--- src/rtl/vga_pkg.sv ---
// Shared definitions for the register-file VGA text display:
// default 640x480 timing, colour type and constants, region codes,
// and small helpers for frame totals and the status title colour.
package vga_pkg;

    localparam int H_SYNC_DEF        = 96;
    localparam int H_BACK_DEF        = 48;
    localparam int H_DISP_DEF        = 640;
    localparam int H_FRONT_DEF       = 16;
    localparam int V_SYNC_DEF        = 2;
    localparam int V_BACK_DEF        = 29;
    localparam int V_DISP_DEF        = 480;
    localparam int V_FRONT_DEF       = 10;
    localparam int NUM_REGS_DEF      = 8;
    localparam int REG_W_DEF         = 32;
    localparam int TITLE_H_DEF       = 125;
    localparam int TEXT_X0_DEF       = 238;
    localparam int TEXT_Y0_DEF       = 170;
    localparam int HILITE_FRAMES_DEF = 4;

    typedef struct packed {
        logic [3:0] r;
        logic [3:0] g;
        logic [3:0] b;
    } rgb_t;

    localparam rgb_t BLUE   = 12'h00F;
    localparam rgb_t YELLOW = 12'hFF0;
    localparam rgb_t RED    = 12'hF00;
    localparam rgb_t GREY   = 12'h888;
    localparam rgb_t GREEN  = 12'h0F0;
    localparam rgb_t WHITE  = 12'hFFF;
    localparam rgb_t BLACK  = 12'h000;

    // Screen region of a pixel, decided in the first pipeline stage
    typedef enum logic [1:0] {
        RGN_BLANK = 2'd0,
        RGN_TITLE = 2'd1,
        RGN_TEXT  = 2'd2,
        RGN_BG    = 2'd3
    } region_t;

    function automatic int h_total(input int sync, input int back, input int disp, input int front);
        return sync + back + disp + front;
    endfunction

    function automatic int v_total(input int sync, input int back, input int disp, input int front);
        return sync + back + disp + front;
    endfunction

    // Title band colour follows the controller state
    function automatic rgb_t title_colour(input logic [2:0] q);
        rgb_t c;
        case (q)
            3'd0, 3'd1: c = BLUE;
            3'd2:       c = YELLOW;
            3'd3, 3'd4: c = RED;
            default:    c = GREY;
        endcase
        return c;
    endfunction

endpackage

--- src/rtl/vga_hex_glyph.sv ---
// Synchronous 8x16 font ROM holding the hex digits 0-F.
// One glyph row comes out one clock after nibble/row are presented,
// which makes it part of the first display pipeline stage.
module vga_hex_glyph (
    input  logic       clk,
    input  logic       rst,
    input  logic [3:0] nibble,
    input  logic [3:0] row,
    output logic [7:0] bits
);

    // Row 0 of a glyph is the top byte; bit 7 of a row is its leftmost pixel
    function automatic logic [7:0] font_row(input logic [3:0] n, input logic [3:0] r);
        logic [127:0] g;
        case (n)
            4'h0:    g = 128'h0000_7CC6_C6CE_DEF6_E6C6_C67C_0000_0000;
            4'h1:    g = 128'h0000_1838_7818_1818_1818_187E_0000_0000;
            4'h2:    g = 128'h0000_7CC6_060C_1830_60C0_C6FE_0000_0000;
            4'h3:    g = 128'h0000_7CC6_0606_3C06_0606_C67C_0000_0000;
            4'h4:    g = 128'h0000_0C1C_3C6C_CCFE_0C0C_0C1E_0000_0000;
            4'h5:    g = 128'h0000_FEC0_C0C0_FC06_0606_C67C_0000_0000;
            4'h6:    g = 128'h0000_3860_C0C0_FCC6_C6C6_C67C_0000_0000;
            4'h7:    g = 128'h0000_FEC6_0606_0C18_3030_3030_0000_0000;
            4'h8:    g = 128'h0000_7CC6_C6C6_7CC6_C6C6_C67C_0000_0000;
            4'h9:    g = 128'h0000_7CC6_C6C6_7E06_0606_0C78_0000_0000;
            4'hA:    g = 128'h0000_1038_6CC6_C6FE_C6C6_C6C6_0000_0000;
            4'hB:    g = 128'h0000_FC66_6666_7C66_6666_66FC_0000_0000;
            4'hC:    g = 128'h0000_3C66_C2C0_C0C0_C0C2_663C_0000_0000;
            4'hD:    g = 128'h0000_F86C_6666_6666_6666_6CF8_0000_0000;
            4'hE:    g = 128'h0000_FE66_6268_7868_6062_66FE_0000_0000;
            4'hF:    g = 128'h0000_FE66_6268_7868_6060_60F0_0000_0000;
            default: g = 128'h0;
        endcase
        return g[127 - 8 * int'(r) -: 8];
    endfunction

    // Registered ROM read
    always_ff @(posedge clk) begin
        if (rst) begin
            bits <= 8'h00;
        end else begin
            bits <= font_row(nibble, row);
        end
    end

endmodule

--- src/rtl/vga_regfile_display.sv ---
// VGA text engine showing NUM_REGS registers as hex rows under a
// status title band. Two-stage pipeline from counters to pins:
// stage 1 decodes the region and fetches a glyph row, stage 2 picks
// the pixel bit and drives the R/G/B registers; syncs and frame_tick
// travel through the same two stages. The register file is
// snapshotted at the first pixel slot of each frame.
// Build option: define REG_HILITE_EN to draw recently changed
// registers in red for HILITE_FRAMES frames.
module vga_regfile_display
    import vga_pkg::*;
#(
    parameter int H_SYNC        = H_SYNC_DEF,
    parameter int H_BACK        = H_BACK_DEF,
    parameter int H_DISP        = H_DISP_DEF,
    parameter int H_FRONT       = H_FRONT_DEF,
    parameter int V_SYNC        = V_SYNC_DEF,
    parameter int V_BACK        = V_BACK_DEF,
    parameter int V_DISP        = V_DISP_DEF,
    parameter int V_FRONT       = V_FRONT_DEF,
    parameter int NUM_REGS      = NUM_REGS_DEF,
    parameter int REG_W         = REG_W_DEF,
    parameter int TITLE_H       = TITLE_H_DEF,
    parameter int TEXT_X0       = TEXT_X0_DEF,
    parameter int TEXT_Y0       = TEXT_Y0_DEF,
    parameter int HILITE_FRAMES = HILITE_FRAMES_DEF
) (
    input  logic                      CLK,
    input  logic                      RST,
    input  logic [2:0]                Q,
    input  logic [NUM_REGS*REG_W-1:0] regfiles,
    output logic [3:0]                R,
    output logic [3:0]                G,
    output logic [3:0]                B,
    output logic                      HS,
    output logic                      VS,
    output logic                      frame_tick
);

    localparam int H_TOTAL = h_total(H_SYNC, H_BACK, H_DISP, H_FRONT);
    localparam int V_TOTAL = v_total(V_SYNC, V_BACK, V_DISP, V_FRONT);
    localparam int HW      = $clog2(H_TOTAL);
    localparam int VW      = $clog2(V_TOTAL);
    localparam int H_VIS0  = H_SYNC + H_BACK;
    localparam int V_VIS0  = V_SYNC + V_BACK;
    localparam int NIB     = REG_W / 4;
    localparam int TEXT_W  = NIB * 16;
    localparam int TEXT_H  = NUM_REGS * 32;

    logic [HW-1:0]    hcnt;
    logic [VW-1:0]    vcnt;
    logic [REG_W-1:0] snap [NUM_REGS];

    int               x_s, y_s, dx_s, dy_s;
    int               row_idx_s, col_idx_s;
    logic             frame_start_s, hs_raw_s, vs_raw_s, in_vis_s, in_text_s;
    logic [REG_W-1:0] reg_word_s;
    logic [3:0]       nibble_s, glyph_row_s;
    logic [2:0]       bitcol_s;
    region_t          region_s;
    logic             hl_s;

    region_t          region_r;
    logic [2:0]       bitcol_r;
    rgb_t             title_r;
    logic             hl_r, hs_r, vs_r, tick_r;
    logic [7:0]       glyph_bits;
    logic             bit_on_s;
    rgb_t             px_s;

    // Pixel and line counters, both wrapping at their totals
    always_ff @(posedge CLK) begin
        if (RST) begin
            hcnt <= HW'(0);
            vcnt <= VW'(0);
        end else if (hcnt == HW'(H_TOTAL - 1)) begin
            hcnt <= HW'(0);
            if (vcnt == VW'(V_TOTAL - 1)) begin
                vcnt <= VW'(0);
            end else begin
                vcnt <= vcnt + VW'(1);
            end
        end else begin
            hcnt <= hcnt + HW'(1);
        end
    end

    // Capture the whole register file once per frame so a frame never tears
    always_ff @(posedge CLK) begin
        if (RST) begin
            for (int i = 0; i < NUM_REGS; i++) snap[i] <= '0;
        end else if (frame_start_s) begin
            for (int i = 0; i < NUM_REGS; i++) snap[i] <= regfiles[i*REG_W +: REG_W];
        end else begin
            for (int i = 0; i < NUM_REGS; i++) snap[i] <= snap[i];
        end
    end

    // Stage-1 decode: syncs, region, text cell and glyph coordinates
    always_comb begin
        x_s           = int'(hcnt) - H_VIS0;
        y_s           = int'(vcnt) - V_VIS0;
        dx_s          = x_s - TEXT_X0;
        dy_s          = y_s - TEXT_Y0;
        frame_start_s = (hcnt == HW'(0)) && (vcnt == VW'(0));
        hs_raw_s      = (int'(hcnt) >= H_SYNC);
        vs_raw_s      = (int'(vcnt) >= V_SYNC);
        in_vis_s      = (x_s >= 0) && (x_s < H_DISP) && (y_s >= 0) && (y_s < V_DISP);
        in_text_s     = (dx_s >= 0) && (dx_s < TEXT_W) && (dy_s >= 0) && (dy_s < TEXT_H);
        // Indices are forced to 0 outside the grid so no read leaves the register file
        row_idx_s     = in_text_s ? (dy_s >>> 5) : 0;
        col_idx_s     = in_text_s ? (dx_s >>> 4) : 0;
        reg_word_s    = '0;
        for (int i = 0; i < NUM_REGS; i++) begin
            reg_word_s = reg_word_s | (snap[i] & {REG_W{(i == row_idx_s)}});
        end
        nibble_s      = 4'(reg_word_s >> (4 * (NIB - 1 - col_idx_s)));
        glyph_row_s   = 4'(dy_s >>> 1);
        bitcol_s      = 3'(dx_s >>> 1);
        if (!in_vis_s) begin
            region_s = RGN_BLANK;
        end else if (y_s < TITLE_H) begin
            region_s = RGN_TITLE;
        end else if (in_text_s) begin
            region_s = RGN_TEXT;
        end else begin
            region_s = RGN_BG;
        end
    end

`ifdef REG_HILITE_EN
    localparam int CW = (HILITE_FRAMES > 0) ? $clog2(HILITE_FRAMES + 1) : 1;
    logic [CW-1:0] hl_cnt [NUM_REGS];

    // Reload a register's countdown when its snapshot changes, else count down per frame
    always_ff @(posedge CLK) begin
        if (RST) begin
            for (int i = 0; i < NUM_REGS; i++) hl_cnt[i] <= CW'(0);
        end else if (frame_start_s) begin
            for (int i = 0; i < NUM_REGS; i++) begin
                if (regfiles[i*REG_W +: REG_W] != snap[i]) begin
                    hl_cnt[i] <= CW'(HILITE_FRAMES);
                end else if (hl_cnt[i] != CW'(0)) begin
                    hl_cnt[i] <= hl_cnt[i] - CW'(1);
                end else begin
                    hl_cnt[i] <= hl_cnt[i];
                end
            end
        end else begin
            for (int i = 0; i < NUM_REGS; i++) hl_cnt[i] <= hl_cnt[i];
        end
    end

    // Flag the text row whose register is still counting down
    always_comb begin
        hl_s = 1'b0;
        for (int i = 0; i < NUM_REGS; i++) begin
            hl_s = hl_s | (in_text_s && (i == row_idx_s) && (hl_cnt[i] != CW'(0)));
        end
    end
`else
    // Highlighting is compiled out, so HILITE_FRAMES has no effect here
    always_comb begin
        hl_s = (HILITE_FRAMES < 0);
    end
`endif

    vga_hex_glyph u_glyph (
        .clk    (CLK),
        .rst    (RST),
        .nibble (nibble_s),
        .row    (glyph_row_s),
        .bits   (glyph_bits)
    );

    // Stage-1 registers, aligned with the glyph ROM output
    always_ff @(posedge CLK) begin
        if (RST) begin
            region_r <= RGN_BLANK;
            bitcol_r <= 3'd0;
            title_r  <= BLACK;
            hl_r     <= 1'b0;
            hs_r     <= 1'b1;
            vs_r     <= 1'b1;
            tick_r   <= 1'b0;
        end else begin
            region_r <= region_s;
            bitcol_r <= bitcol_s;
            title_r  <= title_colour(Q);
            hl_r     <= hl_s;
            hs_r     <= hs_raw_s;
            vs_r     <= vs_raw_s;
            tick_r   <= frame_start_s;
        end
    end

    // Stage-2 colour selection for the current pixel
    always_comb begin
        bit_on_s = glyph_bits[3'd7 - bitcol_r];
        px_s     = BLACK;
        case (region_r)
            RGN_TITLE: px_s = title_r;
            RGN_TEXT:  px_s = bit_on_s ? (hl_r ? RED : GREEN) : WHITE;
            RGN_BG:    px_s = WHITE;
            default:   px_s = BLACK;
        endcase
    end

    // Stage-2 output registers driving the connector
    always_ff @(posedge CLK) begin
        if (RST) begin
            R          <= 4'd0;
            G          <= 4'd0;
            B          <= 4'd0;
            HS         <= 1'b1;
            VS         <= 1'b1;
            frame_tick <= 1'b0;
        end else begin
            R          <= px_s.r;
            G          <= px_s.g;
            B          <= px_s.b;
            HS         <= hs_r;
            VS         <= vs_r;
            frame_tick <= tick_r;
        end
    end

endmodule

--- config.mk ---
export PLATFORM = sky130hd
export DESIGN_NAME = vga_regfile_display
export DESIGN_NICKNAME = d
export VERILOG_FILES = /design/src/rtl/vga_pkg.sv /design/src/rtl/vga_hex_glyph.sv /design/src/rtl/vga_regfile_display.sv
export SDC_FILE = /design/constraint.sdc
export NUM_CORES = 1
export LEC_CHECK = 0
export CAP_MARGIN = 25
export CORE_AREA = 5 5 179 181
export CTS_BUF_LIST = sky130_fd_sc_hd__clkbuf_8
export DETAILED_ROUTE_END_ITERATION = 16
export DIE_AREA = 0 0 184 186
export PLACE_DENSITY = 0.81
export SLEW_MARGIN = 25
export SYNTH_ARGS = -nofsm -noshare
export SYNTH_HDL_FRONTEND = slang
export SYNTH_SLANG_ARGS = --single-unit
--- constraint.sdc ---
create_clock -name CLK -period 26.1 [get_ports CLK]
set_clock_uncertainty 0.05 [all_clocks]
set_input_delay 3.915 -clock CLK [delete_from_list [all_inputs] [get_ports CLK]]
set_output_delay 3.915 -clock CLK [all_outputs]
set_load 0.02 [all_outputs]
== Yosys cells after proc, flatten, opt, wreduce, memory -nomap -nowiden ==
Memory sizes are Yosys's and may differ from the RTL's.
Index checks and enable logic that the tools add are counted.
Storage, ports and cells
  memory bits (read-only): 1120
  RAM bits: 256
  memories: 2
  output and inout bits: 15
  logic and storage cells: 142
  flip-flop bits (word level): 63
Memories
  (no name shown): depth 16, width 70, rd ports 1, clocked after Yosys merged registers in 0, write ports 0, RTL line vga_hex_glyph.sv:15  | case (n)
  snap: depth 8, width 32, rd ports 8, clocked after Yosys merged registers in 0, write ports 8, RTL line vga_regfile_display.sv:51  | logic [REG_W-1:0] snap [NUM_REGS];
Operators by class
  eq/ne operators: 16
  shifts and indexed selects: 2
  multiplexer cells: 35
  reduce and logical (&&, ||, !) cells: 16
  bitwise logic cells: 32
  $add $sub $neg: 9
  $lt $le $gt $ge: 12
Operators with widths (number)
  2-to-1 mux 32 bit: 17
  AND 32 bit: 8
  bitwise OR 32 bit: 7
  variable part select 135 x 32 -> 8 bit: 1
  equality test 4 x 32 -> 1 bit (first input constant): 4
  2-to-1 mux 128 bit: 1
  one-hot mux 12 bit (3 select lines): 2
  equality test 3 x 32 -> 1 bit (first input constant): 2
  equality test 2 x 32 -> 1 bit (first input constant): 1
  logical NOT 32 bit: 1
  >> shifter 32 x 32 -> 4 bit: 1
  2-to-1 mux 30 bit: 1
  subtractor 4 x 30 -> 30 bit (first input constant): 1
  greater-or-equal comparator 12 x 1 -> 1 bit (second input constant): 2
  subtractor 11 x 9 -> 12 bit (second input constant): 2
  greater-or-equal comparator 11 x 1 -> 1 bit (second input constant): 2
  adder 10 x 1 -> 10 bit (second input constant): 2
  equality test 10 bit (second input constant): 2
  logical NOT 10 bit: 2
  bitwise OR 1 bit: 16
  less-than comparator 12 x 10 -> 1 bit (second input constant): 1
  less-than comparator 12 x 9 -> 1 bit (second input constant): 1
  2-to-1 mux 12 bit: 1
  less-than comparator 11 x 10 -> 1 bit (second input constant): 1
  22 further kinds: 43

== Longest topological paths before layout ==
An unclocked memory read counts as a cell.
  word-level depth: 20
  depth in mapped cells: 30

== Modules after synthesis ==
Synthesis repeated with hierarchy kept, for this count alone.
Unflattened totals
  cell total of the unflattened synthesis: 1518
  area, all modules: 16793.6 µm²
Modules (own cells, without submodules)
  vga_regfile_display: area each 15001.9 µm², sequential area each 8548.2 µm², cells each 1267, times used 1
  vga_hex_glyph: area each 1791.7 µm², sequential area each 140.1 µm², cells each 251, times used 1

== Worst setup path after synthesis ==
OpenSTA, ideal clock, no wires.
  kind: register to register
  from: reg vcnt[6]
  to: mem snap[0][0] in the netlist's numbering, enable pin
  data arrival time: 19895 ps
  stages on the path, launching flop included: 6
  setup time: 1247 ps
  path slack: 4908 ps
  period minus slack after synthesis: 21192 ps
  cells stage by stage: dfxtp_1 > buf_6 > or4_4 > nor3_1 > nand2_1 > o31ai_1
RTL lines
  from (decl): RTL line vga_regfile_display.sv:50  | logic [VW-1:0] vcnt;
  from (signal assigned): RTL line vga_regfile_display.sv:80  | vcnt <= vcnt + VW'(1);
  to (decl): RTL line vga_regfile_display.sv:51

== Worst setup path after layout ==
  from: reg vcnt[0]
  to: reg u_glyph.bits[7]
Between the ends
  word-level cells in the longest chain between the ends: 19
  elaborated cells between the ends (all ways): 37
Ends and longest elaborated chain
  subtractor 10 x 5 -> 11 bit *: RTL line vga_regfile_display.sv:101  | y_s = int'(vcnt) - V_VIS0;
  subtractor 11 x 9 -> 12 bit *: RTL line vga_regfile_display.sv:103  | dy_s = y_s - TEXT_Y0;
  greater-or-equal comparator 12 x 1 -> 1 bit: RTL line vga_regfile_display.sv:108  | in_text_s = (dx_s >= 0) && (dx_s < TEXT_W) && (dy_s >= 0) && (dy_s < TEXT_H);
  logical AND 1 bit (2 in a row): RTL line vga_regfile_display.sv:108
  2-to-1 mux 32 bit: RTL line vga_regfile_display.sv:110  | row_idx_s = in_text_s ? (dy_s >>> 5) : 0;
  equality test 2 x 32 -> 1 bit / logical NOT 32 bit (equally long branches): RTL line vga_regfile_display.sv:114  | reg_word_s = reg_word_s | (snap[i] & {REG_W{(i == row_idx_s)}});
  AND 32 bit: RTL line vga_regfile_display.sv:114
  bitwise OR 32 bit (7 in a row): RTL line vga_regfile_display.sv:114
  >> shifter 32 x 32 -> 4 bit: RTL line vga_regfile_display.sv:116  | nibble_s = 4'(reg_word_s >> (4 * (NIB - 1 - col_idx_s)));
  memory read (16 x 70 bit)
  2-to-1 mux 128 bit: RTL line vga_hex_glyph.sv:39  | if (rst) begin
  variable part select 135 x 32 -> 8 bit *: RTL line vga_hex_glyph.sv:34  | return g[127 - 8 * int'(r) -: 8];
  to (signal assigned): RTL line vga_hex_glyph.sv:42  | bits <= font_row(nibble, row);
  to (decl): RTL line vga_hex_glyph.sv:9  | output logic [7:0] bits
Mark *: on every way between the ends. The rest lies on a longest branch, timed or not. The select of a mux whose other input is x is not followed.
A chain may end at the register's enable or synchronous reset.

==> impl_metrics.ini <==
[run_status]
status = completed

[critical_path]
critical_path_required_ns = 26.51
endpoint_kind = flip-flop
cp_max_fo = 31
cpLargestDelayFamily = compound AO/OA/AOI/OAI gates
cp.buffers_inverters = 5
path_class = flip-flop to flip-flop
cpPeakStageDelay_ns = 0.79
cpMostUsedCell = ha_1
critPathArrivalTime_ns = 8.26
path_cells = inv_1, ha_1, buf_4, inv_1, ha_1, nor3_1, o211ai_1, and3_1, a211oi_2, a2111o_1, buf_4, a221o_1, o311ai_0, a41oi_2, inv_2, ha_1, nand2b_1, and3_1, o31ai_1, a211oi_1, or4_1
slowest_stage = a41oi_2
startpoint = vcnt[0]
crit_path_start_kind = flip-flop
timing.rr.start = vcnt[0]

[pwr]
power_density_nw_per_um2 = 54.7
seq_power_share_pct = 55.1
combinationalPowerShare_pct = 10.4
power.internal_mw = 0.842
vdd_drop_max_v = 0.0000554
switchingPower_mw = 0.266
pwr-share-clk_pct = 34.5
p_sw_share_pct = 24.0
p_leak_nw = 7.69

[yosys]
postSynthCellCount = 1496
ys_seq_area_share_pct = 53.2
synth_xor_area_share_pct = 2.06
synth_compound_area_share_pct = 15.3
yosys.area_share.simple_pct = 20.6
yosys_warnings = 0
yosysMostFrequentCell = edfxtp_1
ys_types = 95
synth_area_leaders = edfxtp_1, and2_1, dfxtp_1, nor2b_1, nand2_1
synthMuxAreaShare_pct = 3.10
syn_area_um2 = 16300
yosysTopAreaCellShare_pct = 47.1
synthArstFlopShare_pct = 0
yosys-top-cells-count = edfxtp_1, and2_1, nand2_1, nor2b_1, nor2_1
yosysTopAreaCell = edfxtp_1
syn-mean-instance-area_um2 = 10.9
synth_fa_ha_area_share_pct = 2.22
ys_seq_elements = 306
synth_ff_type = edfxtp_1
synth_edf_count = 256
synth_top_family_by_area = simple AND/OR/NAND/NOR gates

[layout]
fillers = 2295
drive_above_1_share_pct = 8.28
nNetsFinal = 2039
design_area_um2 = 20300
syn_to_final_growth_pct = 24.1

[floorplan]
rows = 64
die_y_um = 186
initial_core_util_pct = 54.0
die_width_um = 184
io_pins = 276
die-area_um2 = 34200
coreArea_um2 = 30300

[detailed_routing]
route.met2.wl_mm = 25.6
wl_mm = 51.3
routed.top_layer = met4
via_per_inst = 6.12
drc = 0
wl_per_cell_um = 23.5
final_antenna_net_count = 0
wl_met3_mm = 4.31
first_iter_violations = 1764
via_count = 13362
met1_length_mm = 19.1
first_pass_iters = 6

[global_route]
grt_max_degree = 184
grt_pass1_vias = 13204
grt_overflow = 0
antenna_found_initial = 1
grt_usage_pct = 29.1
grt_pass1_wl_mm = 76.5

[sta]
period_share_pct = 30.1
hold_viol_final = 0
tightest_slew_ns = 1.05
fmax_mhz = 127
whs_ns = 0.379
setup_tns_ns = 0
setup_violations = 0
finalCriticalPeriod_ns = 7.85
timing.final.max_slew_violations = 0
slew_headroom_pct = 30.1
rsz0062_at_grt = no

[cts]
clock-sinks = 306
clock_latency_ns = 0.59
cts_resized = 0
clk_path_buf_depth = 3
root_buffer = clkbuf_8
cts_setup_buffers = 0
cts_hold_buf = 0
cts_tree = built
clk_pin_slew_ns = 0.06
numCtsBuffers = 49
cts_max_level = 2

[placed_design]
gp_congestion = 1.00
port_buffers = 275
dp_hpwl_mm = 37.3
placed_cell_area_um2 = 19400

[worst_hold_path]
holdCritPathClass = flip-flop to flip-flop
hp-start = vs_r

[job]
cap_violations = 0
flip-flops by register name, indices dropped and copies added, names as in the netlist:
| name | cells |
|---|---|
| snap | 256 |
| hcnt | 10 |
| vcnt | 10 |
| u_glyph.bits | 7 |
| title_r | 6 |
| bitcol_r | 3 |
| B | 2 |
| G | 2 |
| R | 2 |
| region_r | 2 |
| HS | 1 |
| VS | 1 |
| frame_tick | 1 |
| hs_r | 1 |
| tick_r | 1 |
| vs_r | 1 |
placed cells by master (no fill, tap or decap), types with 15 or more instances in the layout:
| cell | Yosys | layout |
|---|---|---|
| clkdlybuf4s50_1 | 0 | 274 |
| edfxtp_1 | 256 | 256 |
| and2_1 | 167 | 167 |
| nand2_1 | 107 | 107 |
| nor2b_1 | 104 | 104 |
| nor2_1 | 83 | 83 |
| clkbuf_8 | 0 | 54 |
| o21ai_0 | 53 | 53 |
| dfxtp_1 | 50 | 50 |
| a21oi_1 | 48 | 48 |
| inv_1 | 20 | 38 |
| nand3_1 | 32 | 32 |
| nor3_1 | 30 | 30 |
| ha_1 | 29 | 29 |
| a22oi_1 | 26 | 26 |
| mux2_2 | 26 | 26 |
| a222oi_1 | 25 | 25 |
| nand4_1 | 21 | 21 |
| buf_4 | 12 | 21 |
| xnor2_1 | 20 | 19 |
| mux2i_1 | 18 | 18 |
| o211ai_1 | 15 | 15 |
worst register-to-register path, cell delays in order, from the launching register on:
cell	delay (ns)
dfxtp_1	0.52
inv_1	0.14
ha_1	0.30
buf_4	0.32
inv_1	0.50
ha_1	0.49
nor3_1	0.55
o211ai_1	0.21
and3_1	0.29
a211oi_2	0.76
a2111o_1	0.17
buf_4	0.27
a221o_1	0.22
o311ai_0	0.16
a41oi_2	0.80
inv_2	0.21
ha_1	0.49
nand2b_1	0.26
and3_1	0.24
o31ai_1	0.31
a211oi_1	0.08
or4_1	0.40
layout make-up:
| cell class | instances | area (µm²) | area share (%) |
|---|---|---|---|
| Timing Repair Buffer | 296 | 2920 | 14.4 |
| Sequential cell | 306 | 8690 | 42.9 |
| Clock inverter | 36 | 160 | 0.790 |
| Inverter | 23 | 86.3 | 0.426 |
| Clock buffer | 54 | 743 | 3.67 |
| Tap cell | 396 | 495 | 2.45 |
| Multi-Input combinational cell | 1073 | 7160 | 35.4 |
| Antenna cell | 1 | 2.50 | 0.0124 |
through the flow:
| stage | cells | setup slack, ns | power (mW) | utilization [%] |
|---|---|---|---|---|
| 6_report | 2185 | 18.25 | 1.11 | 66.9 |
| 5_1_grt | 2185 | 17.88 | 1.15 | 66.9 |
| 4_1_cts | 2184 | 18.50 | 1.11 | 66.9 |
| 3_5_place_dp | 2094 | 18.49 | 0.734 | 63.9 |
| 3_3_place_gp | 2094 | 18.65 | 0.732 | 63.9 |
| 2_1_floorplan | 1504 | 4.91 | 0.686 | - |
logic make-up (layout without fill, tap and decap cells):
group | count (synthesis) | after routing
compound gates | 336 | 336
xor+xnor | 35 | 35
fa+ha+maj | 29 | 29
buf+inv | 125 | 409
flops | 306 | 306
mux | 46 | 46
other cells | 2 | 11
simple gates | 617 | 617
path summary, 6_finish.rpt:
check,end,cells after the start,slack (ns)
max reg2reg,u_glyph.bits[7],21,18.25
min reg2reg,VS,1,0.38
max,u_glyph.bits[7],21,18.25
min,VS,1,0.38
power groups by stage:
stage	registers (mW)	logic [mW]	clock network, mW
2_1_floorplan	0.633	0.0530	0
3_3_place_gp	0.618	0.114	0
3_5_place_dp	0.619	0.115	0
4_1_cts	0.610	0.116	0.389
5_1_grt	0.613	0.124	0.415
6_report	0.610	0.116	0.383
per-layer routing:
| layer | vias up | global-route usage [%] |
|---|---|---|
| met5 | - | 0 |
| met4 | 0 | 11.7 |
| met3 | 135 | 5.20 |
| met2 | 829 | 50.5 |
| met1 | 6301 | 36.3 |
| li1 | 6097 | - |
Note: power is estimated with default switching activity, not from simulation.
